### src/rtl/example_bist_ctrl.sv
// Self-test sequencer for the 3-input `example` block: walks {a,b,c}=0..7, compares y to GOLDEN.
// Latency: 8*(SETTLE+1) cycles from start sample to done; results registered with done.
// Backpressure: none; start is ignored while busy, abort cancels a run and holds the partial results.
module example_bist_ctrl #(
    parameter logic [7:0]  GOLDEN = 8'h31,
    parameter int unsigned SETTLE = 1,
    parameter int unsigned ERRW   = 4
) (
    input  logic            clk,
    input  logic            reset_n,
    input  logic            start,
    input  logic            abort,
    output logic            dut_a,
    output logic            dut_b,
    output logic            dut_c,
    input  logic            dut_y,
    output logic            busy,
    output logic            done,
    output logic            pass,
    output logic [ERRW-1:0] err_count,
    output logic [2:0]      fail_idx
);

    localparam logic [1:0] ST_IDLE   = 2'd0;
    localparam logic [1:0] ST_SETTLE = 2'd1;
    localparam logic [1:0] ST_CHECK  = 2'd2;
    localparam logic [1:0] ST_DONE   = 2'd3;

    localparam logic [3:0]      CNT_INIT = 4'(SETTLE - 1);
    localparam logic [ERRW-1:0] ERR_MAX  = '1;

    logic [1:0]      state;
    logic [2:0]      vec;
    logic [3:0]      cnt;
    logic            mismatch;
    logic [ERRW-1:0] err_next;

    // The vector register drives the example inputs directly, so they are registered and hold on abort.
    assign {dut_a, dut_b, dut_c} = vec;
    assign busy = (state == ST_SETTLE) || (state == ST_CHECK);
    assign done = (state == ST_DONE);

    assign mismatch = (dut_y != GOLDEN[vec]);
    assign err_next = (mismatch && (err_count != ERR_MAX)) ? err_count + ERRW'(1) : err_count;

    always_ff @(posedge clk or negedge reset_n) begin
        if (!reset_n) begin
            state     <= ST_IDLE;
            vec       <= 3'd0;
            cnt       <= 4'd0;
            err_count <= '0;
            fail_idx  <= 3'd0;
            pass      <= 1'b0;
        end else begin
            case (state)
                ST_IDLE, ST_DONE: begin
                    if (start) begin
                        state     <= ST_SETTLE;
                        vec       <= 3'd0;
                        cnt       <= CNT_INIT;
                        err_count <= '0;
                        fail_idx  <= 3'd0;
                        pass      <= 1'b0;
                    end
                end
                ST_SETTLE: begin
                    if (abort) begin
                        state <= ST_IDLE;
                    end else if (cnt == 4'd0) begin
                        state <= ST_CHECK;
                    end else begin
                        cnt <= cnt - 4'd1;
                    end
                end
                ST_CHECK: begin
                    if (abort) begin
                        state <= ST_IDLE;
                    end else begin
                        err_count <= err_next;
                        // err_count only leaves zero on a mismatch, so zero marks "no mismatch seen yet".
                        if (mismatch && (err_count == '0)) begin
                            fail_idx <= vec;
                        end
                        if (vec == 3'd7) begin
                            state <= ST_DONE;
                            pass  <= (err_next == '0);
                        end else begin
                            vec   <= vec + 3'd1;
                            cnt   <= CNT_INIT;
                            state <= ST_SETTLE;
                        end
                    end
                end
                default: state <= ST_IDLE;
            endcase
        end
    end

endmodule
### config.mk
export PLATFORM = sky130hd
export DESIGN_NAME = example_bist_ctrl
export DESIGN_NICKNAME = d
export VERILOG_FILES = /design/src/rtl/example_bist_ctrl.sv
export SDC_FILE = /design/constraint.sdc
export NUM_CORES = 1
export LEC_CHECK = 0
export CAP_MARGIN = 15
export CORE_MARGIN = 10
export CORE_UTILIZATION = 52
export DETAILED_ROUTE_END_ITERATION = 6
export PLACE_DENSITY = 0.8
export SLEW_MARGIN = 20
export SYNTH_ARGS = -nofsm -noshare
export SYNTH_HDL_FRONTEND = slang
export SYNTH_SLANG_ARGS = --single-unit
export TNS_END_PERCENT = 10
### constraint.sdc
create_clock -name clk -period 2.4 [get_ports clk]
set_clock_uncertainty 0.15 [all_clocks]
set_input_delay 0.6 -clock clk [delete_from_list [all_inputs] [get_ports clk]]
set_output_delay 0.6 -clock clk [all_outputs]
set_load 0.01 [all_outputs]
---- Word level (Yosys, flattened, before mapping) ----
Memory sizes are Yosys's and may differ from the RTL's.
Cells that the tools add are included.
word-level totals
  register bits ........................... 17
  memory bits (read-only) ................. 8
  output and inout bits ................... 13
  word-level logic and storage cells ...... 67
  memories ................................ 1
memory list
  name              words  width  rd ports  clocked after memory_dff  wr ports  RTL line  text
  (name not given)  8      1      1         0                         0         43        assign mismatch = (dut_y != GOLDEN[vec]);
operators by class
  add/subtract/negate cells ............... 3
  magnitude comparators ................... 1
  equality and inequality tests ........... 14
  muxes and demuxes ....................... 27
  reduce and logical (&&, ||, !) cells .... 15
operators with widths
  operator                                                                      number
  4-bit 2-to-1 mux                                                              7
  3-bit 2-to-1 mux                                                              5
  4-bit zero test                                                               3
  3-bit case mux with 2 select lines                                            2
  4-bit case mux with 3 select lines                                            1
  4-bit AND reduction                                                           3
  2-bit 2-to-1 mux                                                              5
  2-bit inequality test, second input constant                                  5
  4-bit case mux with 2 select lines                                            1
  2-bit case mux with 3 select lines                                            1
  5-bit AND reduction                                                           1
  4-bit by 1-bit adder with 4-bit output, second input constant                 1
  2-bit equality test, second input constant                                    2
  3-bit by 4-bit less-than comparator with 1-bit output, second input constant  1
  1-bit 2-to-1 mux                                                              4
  2-bit by 1-bit inequality test with 1-bit output, second input constant       2
  4-bit inequality test, second input constant                                  1
  4-bit by 1-bit subtractor with 4-bit output, second input constant            1
  3-bit by 1-bit adder with 3-bit output, second input constant                 1
  3-bit equality test, second input constant                                    1
  3-bit by 2-bit inequality test with 1-bit output, second input constant       1
  3-bit AND reduction                                                           1
  2-bit by 1-bit equality test with 1-bit output, second input constant         1
  1-bit logical AND                                                             2
  other kinds (7)                                                               7

---- Longest topological paths before layout ----
  depth after elaboration ................. 9
  depth in mapped cells ................... 8
  mapped depth without buffers ............ 7

---- Worst setup path before layout ----
OpenSTA, ideal clock, no wires.
  kind .................................... register -> register
  start point ............................. reg vec[1]
  end point ............................... reg pass
  setup time .............................. 0.122 ns
  arrival ................................. 1.854 ns
  required time ........................... 2.128 ns
  slack ................................... 0.275 ns
  stages on the path, launching flop included .. 8
  buffers on the path ..................... 0
  cells stage by stage .................... dfrtp_1 > inv_1 > ha_1 > nor2_1 > or3_4 > a2bb2oi_4 > mux2_2 > a32o_1
on the way
  word-level cells in the longest chain between the ends .. 9
ends and longest elaborated chain
  item                                    RTL line  text
  start: declaration                      33        logic [2:0] vec;
  start signal: assignment                88        vec <= vec + 3'd1;
  memory 8 x 1 bit                        n/a
  1-bit 2-to-1 mux (not written as such)  43
  1-bit inequality test                   43
  1-bit logical AND                       44        assign err_next = (mismatch && (err_count != ERR_MAX)) ? err_count + ERRW'(1) : err_count;
  4-bit 2-to-1 mux                        44
  4-bit zero test                         86        pass <= (err_next == '0);
  1-bit 2-to-1 mux                        84        if (vec == 3'd7) begin
  1-bit 2-to-1 mux                        76        if (abort) begin
  1-bit case mux with 2 select lines      55        case (state)
  end signal: assignment                  86
  end: declaration                        19        output logic pass,
Parallel ways exist; a longest one is shown, timed or not. The select of a mux whose other input is x is not followed.
A chain may end at the register's enable or synchronous reset.

---- Worst setup path after layout ----
  start point ............................. reg state[0]
  end point ............................... out done
on the way
  word-level cells in the longest chain between the ends .. 1
ends and longest elaborated chain
  item                      RTL line  text
  start: declaration        32        logic [1:0] state;
  start signal: assignment  48        state <= ST_IDLE;
  start signal: assignment  58        state <= ST_SETTLE;
  start signal: assignment  68        state <= ST_IDLE;
  2-bit equality test       41        assign done = (state == ST_DONE);
  end: declaration          18        output logic done,
Every way passes these cells.

==> run summary <==
Setup violations remaining at the end of the flow were counted as 0. In the synthesized netlist the dominant register cell turns out to be dfrtp_1. The violation count after the first detailed-routing iteration was 80. After detailed routing, the total wire length is 2559 microns. The register-to-register setup slack was 0.22 ns; the standby leakage power was 0.6537 nW. The run gives 1.65 ns as the required time reported for the critical path endpoint. The tools report the number of failing hold endpoints at the final stage as 0. The switching power as a share of total power was 40.37%; the fraction of layout instances using a drive strength above 1 was 18.71%. Critical hold path startpoint: cnt[0].

The logs give 2024 microns for the half-perimeter wire length after detailed placement and 0.5862 mV for the worst-case vdd ir drop. The post-route minimum period was 2.247 ns; the smallest hold slack was 0.3657 ns. The final routed wire length divided by cell count works out to 14.06 microns.

TritonCTS built the clock tree. Dividing the synthesized area by the synthesized cell count gives 9.348 sq um. Based on the critical path, the design can be clocked at up to 445.0 MHz. The initial core utilization was 56.87%; the first-pass GRT wire length was 4560 microns.

Timing analysis after detailed placement gives a worst setup slack of -0.09502 ns. The floorplan has 16 rows. The global placer's final weighted congestion came out at 0.7990.

STA classifies the critical path endpoint as an output port. Cell at the root of the clock tree: clkbuf_4. At the end of the flow, the number of nets in the layout was 171. Sequential cells were found to cover 37.00% of the synthesized design area.

At the end of the flow the core is filled with cells to 72.52%. 18 I/O pins were placed. The DRC violations left is 0, and the number of detailed-route iterations in the first pass is 4. Yosys mapped a number of flops with a built-in enable equal to 0. The number of cells traversed by the worst hold path was 1; the fraction of power consumed by sequential logic was 31.2%. In this run, the clock network consumes 14.1% of the power.

The tools report the netlist area before placement as 1150 sq um. The biggest area consumer among synthesized cells is dfrtp_1. Yosys instantiated no cell more often than dfrtp_1. Sorting the synthesized cells by how often they occur yields dfrtp_1 (17), inv_1 (13), ha_1 (10), nor2_1 (10), o21ai_0 (9). Class of the worst hold path: reg2reg. For this design the total switching power over the nets is 445.6 uW.

Of the available clock period, the critical path in the final layout requires 93.63%. Initial antenna violation count: 0. After detailed placement, the total cell area comes to 1434 sq um. The run gives 1041 as the overall via count from detail_route.

The total global routing overflow is 0, and the clock insertion delay at the later pin of the skew report is 0.29 ns. The tools report the H-tree level count as 1. Counting flops with an async set or reset pin after synthesis yields a share of 100.0%. The tool flagged a number of max-cap violations equal to 0. The core region is 2022 sq um. For this design the ratio of total power to cell area is 752.7 nW/um^2. Port buffering added 17 buffers. Dividing the detail-routed via count by the number of cells gives 5.720. The tools report the pin count of the biggest net entering global routing as 18.

By area the synthesized netlist is led by dfrtp_1 (37%), ha_1 (11%), inv_1 (4.2%), o21ai_0 (3.9%), mux2_2 (3.9%). Internal power comes to 658.2 uW. In this run the critical register-to-register path is captured at pass.

The largest fanout on the critical path was 2; the number of distinct library cell variants in the gate-level netlist after synthesis was 36. The floorplan step set the die width to 67.03 microns. The worst setup path is launched from a flip-flop. By startpoint and endpoint, the worst setup path is classified as reg2out. Combinational logic burns 54.8% of the power. The number of cells on the worst reg-to-reg path is 7.

0 antenna diodes ended up in the layout. The run finished with clean final reports. The area added between synthesis and finish was 27.53%.

The number of sinks handled by clock tree synthesis is 17. After clock tree synthesis, the clock-pin slew on the worst setup and hold paths is 0.10 ns. Number of buffers inserted during clock tree synthesis: 3. The startpoint identified for the worst register-to-register timing path is vec[0].

For the area of all placed cells without fillers, the log shows 1466 sq um. The slew at the pin closest to its max-slew limit was 0.3742 ns; the net count after synthesis was 138. The worst path meets setup with 0.1528 ns of slack.

The number of synthesis warnings was 0. The register bit count reported by yosys works out to 17. The filler cells instantiated in the layout total 154. The floorplan die area is 4492 sq um. The area share of the largest cell type after synthesis works out to 37.00%. The number of routed nets with antenna violations is 0. The tools report the total count of max-transition violations in the final report as 0.

Setup repair after global routing left no endpoint under its margin. The relative slew slack is 75.00%, and the height of the chip is 67.03 microns. Worst min-delay path endpoint: cnt[0]. The total global-route track usage came out at 12.61%.

The logs give 123 for the synthesized instance count and 1049 for the via count of the first global-routing pass. The logs give 2 for the maximum buffer depth of the clock tree and 1.50 ns for the arrival time of the worst setup path.
## worst max-delay path by stage
stage,start,to,slack [ns],cells after the start
after global placement,dut_y,pass,-0.05,5
final,state[0],done,0.15,3
after detailed placement,dut_y,pass,-0.1,6
after floorplan,vec[1],pass,0.27,7
after global routing,state[0],done,0.10,3
after CTS,state[0],done,0.13,3
## worst max-delay path, stage by stage (launching register included)
cell and delay (ns):
dfrtp_1 0.40, buf_4 0.14, ha_1 0.18, clkdlybuf4s50_1 0.48
## flip-flops by register name, indices dropped and copies added (netlist names)
signal and cells:
pass 1, state 2, err_count 4, fail_idx 3, vec 3, cnt 4
## layout make-up
| cell class | instances | area (sq um) | area share [%] |
|---|---|---|---|
| clock buffers | 4 | 26.28 | 1.792 |
| inverters | 13 | 48.80 | 3.328 |
| multi-input cells | 91 | 665.6 | 45.39 |
| flip-flops and latches | 17 | 425.4 | 29.01 |
| well taps | 27 | 33.78 | 2.304 |
| repair buffers | 30 | 266.5 | 18.17 |
## metrics by stage
stage / setup TNS [ns] / power, mW / cells
detailed placement: -0.1486 / 0.9469 / 177
CTS: 0 / 1.111 / 182
global placement: -0.09307 / 0.9198 / 177
finish: 0 / 1.104 / 182
global route: 0 / 1.191 / 182
floorplan: 0 / 0.7135 / 123
## routing by layer
metal	wire, microns	GRT usage, %
met1	1147	15.12
met2	1194	20.50
met3	164	3.846
met4	53	4.872
met5	0	0
## power groups by stage
stage	registers (mW)	logic [mW]	clock network, mW
after floorplan	0.350	0.363	0
after global placement	0.350	0.570	0
after detailed placement	0.352	0.595	0
after CTS	0.343	0.607	0.162
after global routing	0.347	0.674	0.170
final	0.344	0.605	0.155
## cell usage in the layout, fill, tap and decap left out, drive strengths merged, types with 4 or more instances in the layout
cell type	count
nor2	10
buf	13
clkdlybuf4s50	16
ha	10
mux2	4
clkbuf	4
inv	13
dfrtp	17
a22o	4
o21ai	10
nand2	8
a21oi	9
## kinds of logic (layout without fill, tap and decap cells)
| family | Yosys count | after routing | synth area share [%] |
|---|---|---|---|
| buffers and inverters | 15 | 47 | 5.115 |
| multiplexers | 7 | 7 | 6.529 |
| flip-flops | 17 | 17 | 37.00 |
| AND/OR/NAND/NOR | 34 | 34 | 14.91 |
| AO/OA/AOI/OAI | 40 | 40 | 25.57 |
| adder cells (fa/ha/maj) | 10 | 10 | 10.88 |
## what timing repair did
| item | in CTS | in global routing |
|---|---|---|
| hold buffers | 0 | 0 |
| setup endpoints to repair | 1 | 0 |
| setup buffers | 1 | 0 |
| gates resized for setup | 1 | 0 |
Power figures use the tool's default switching activity.
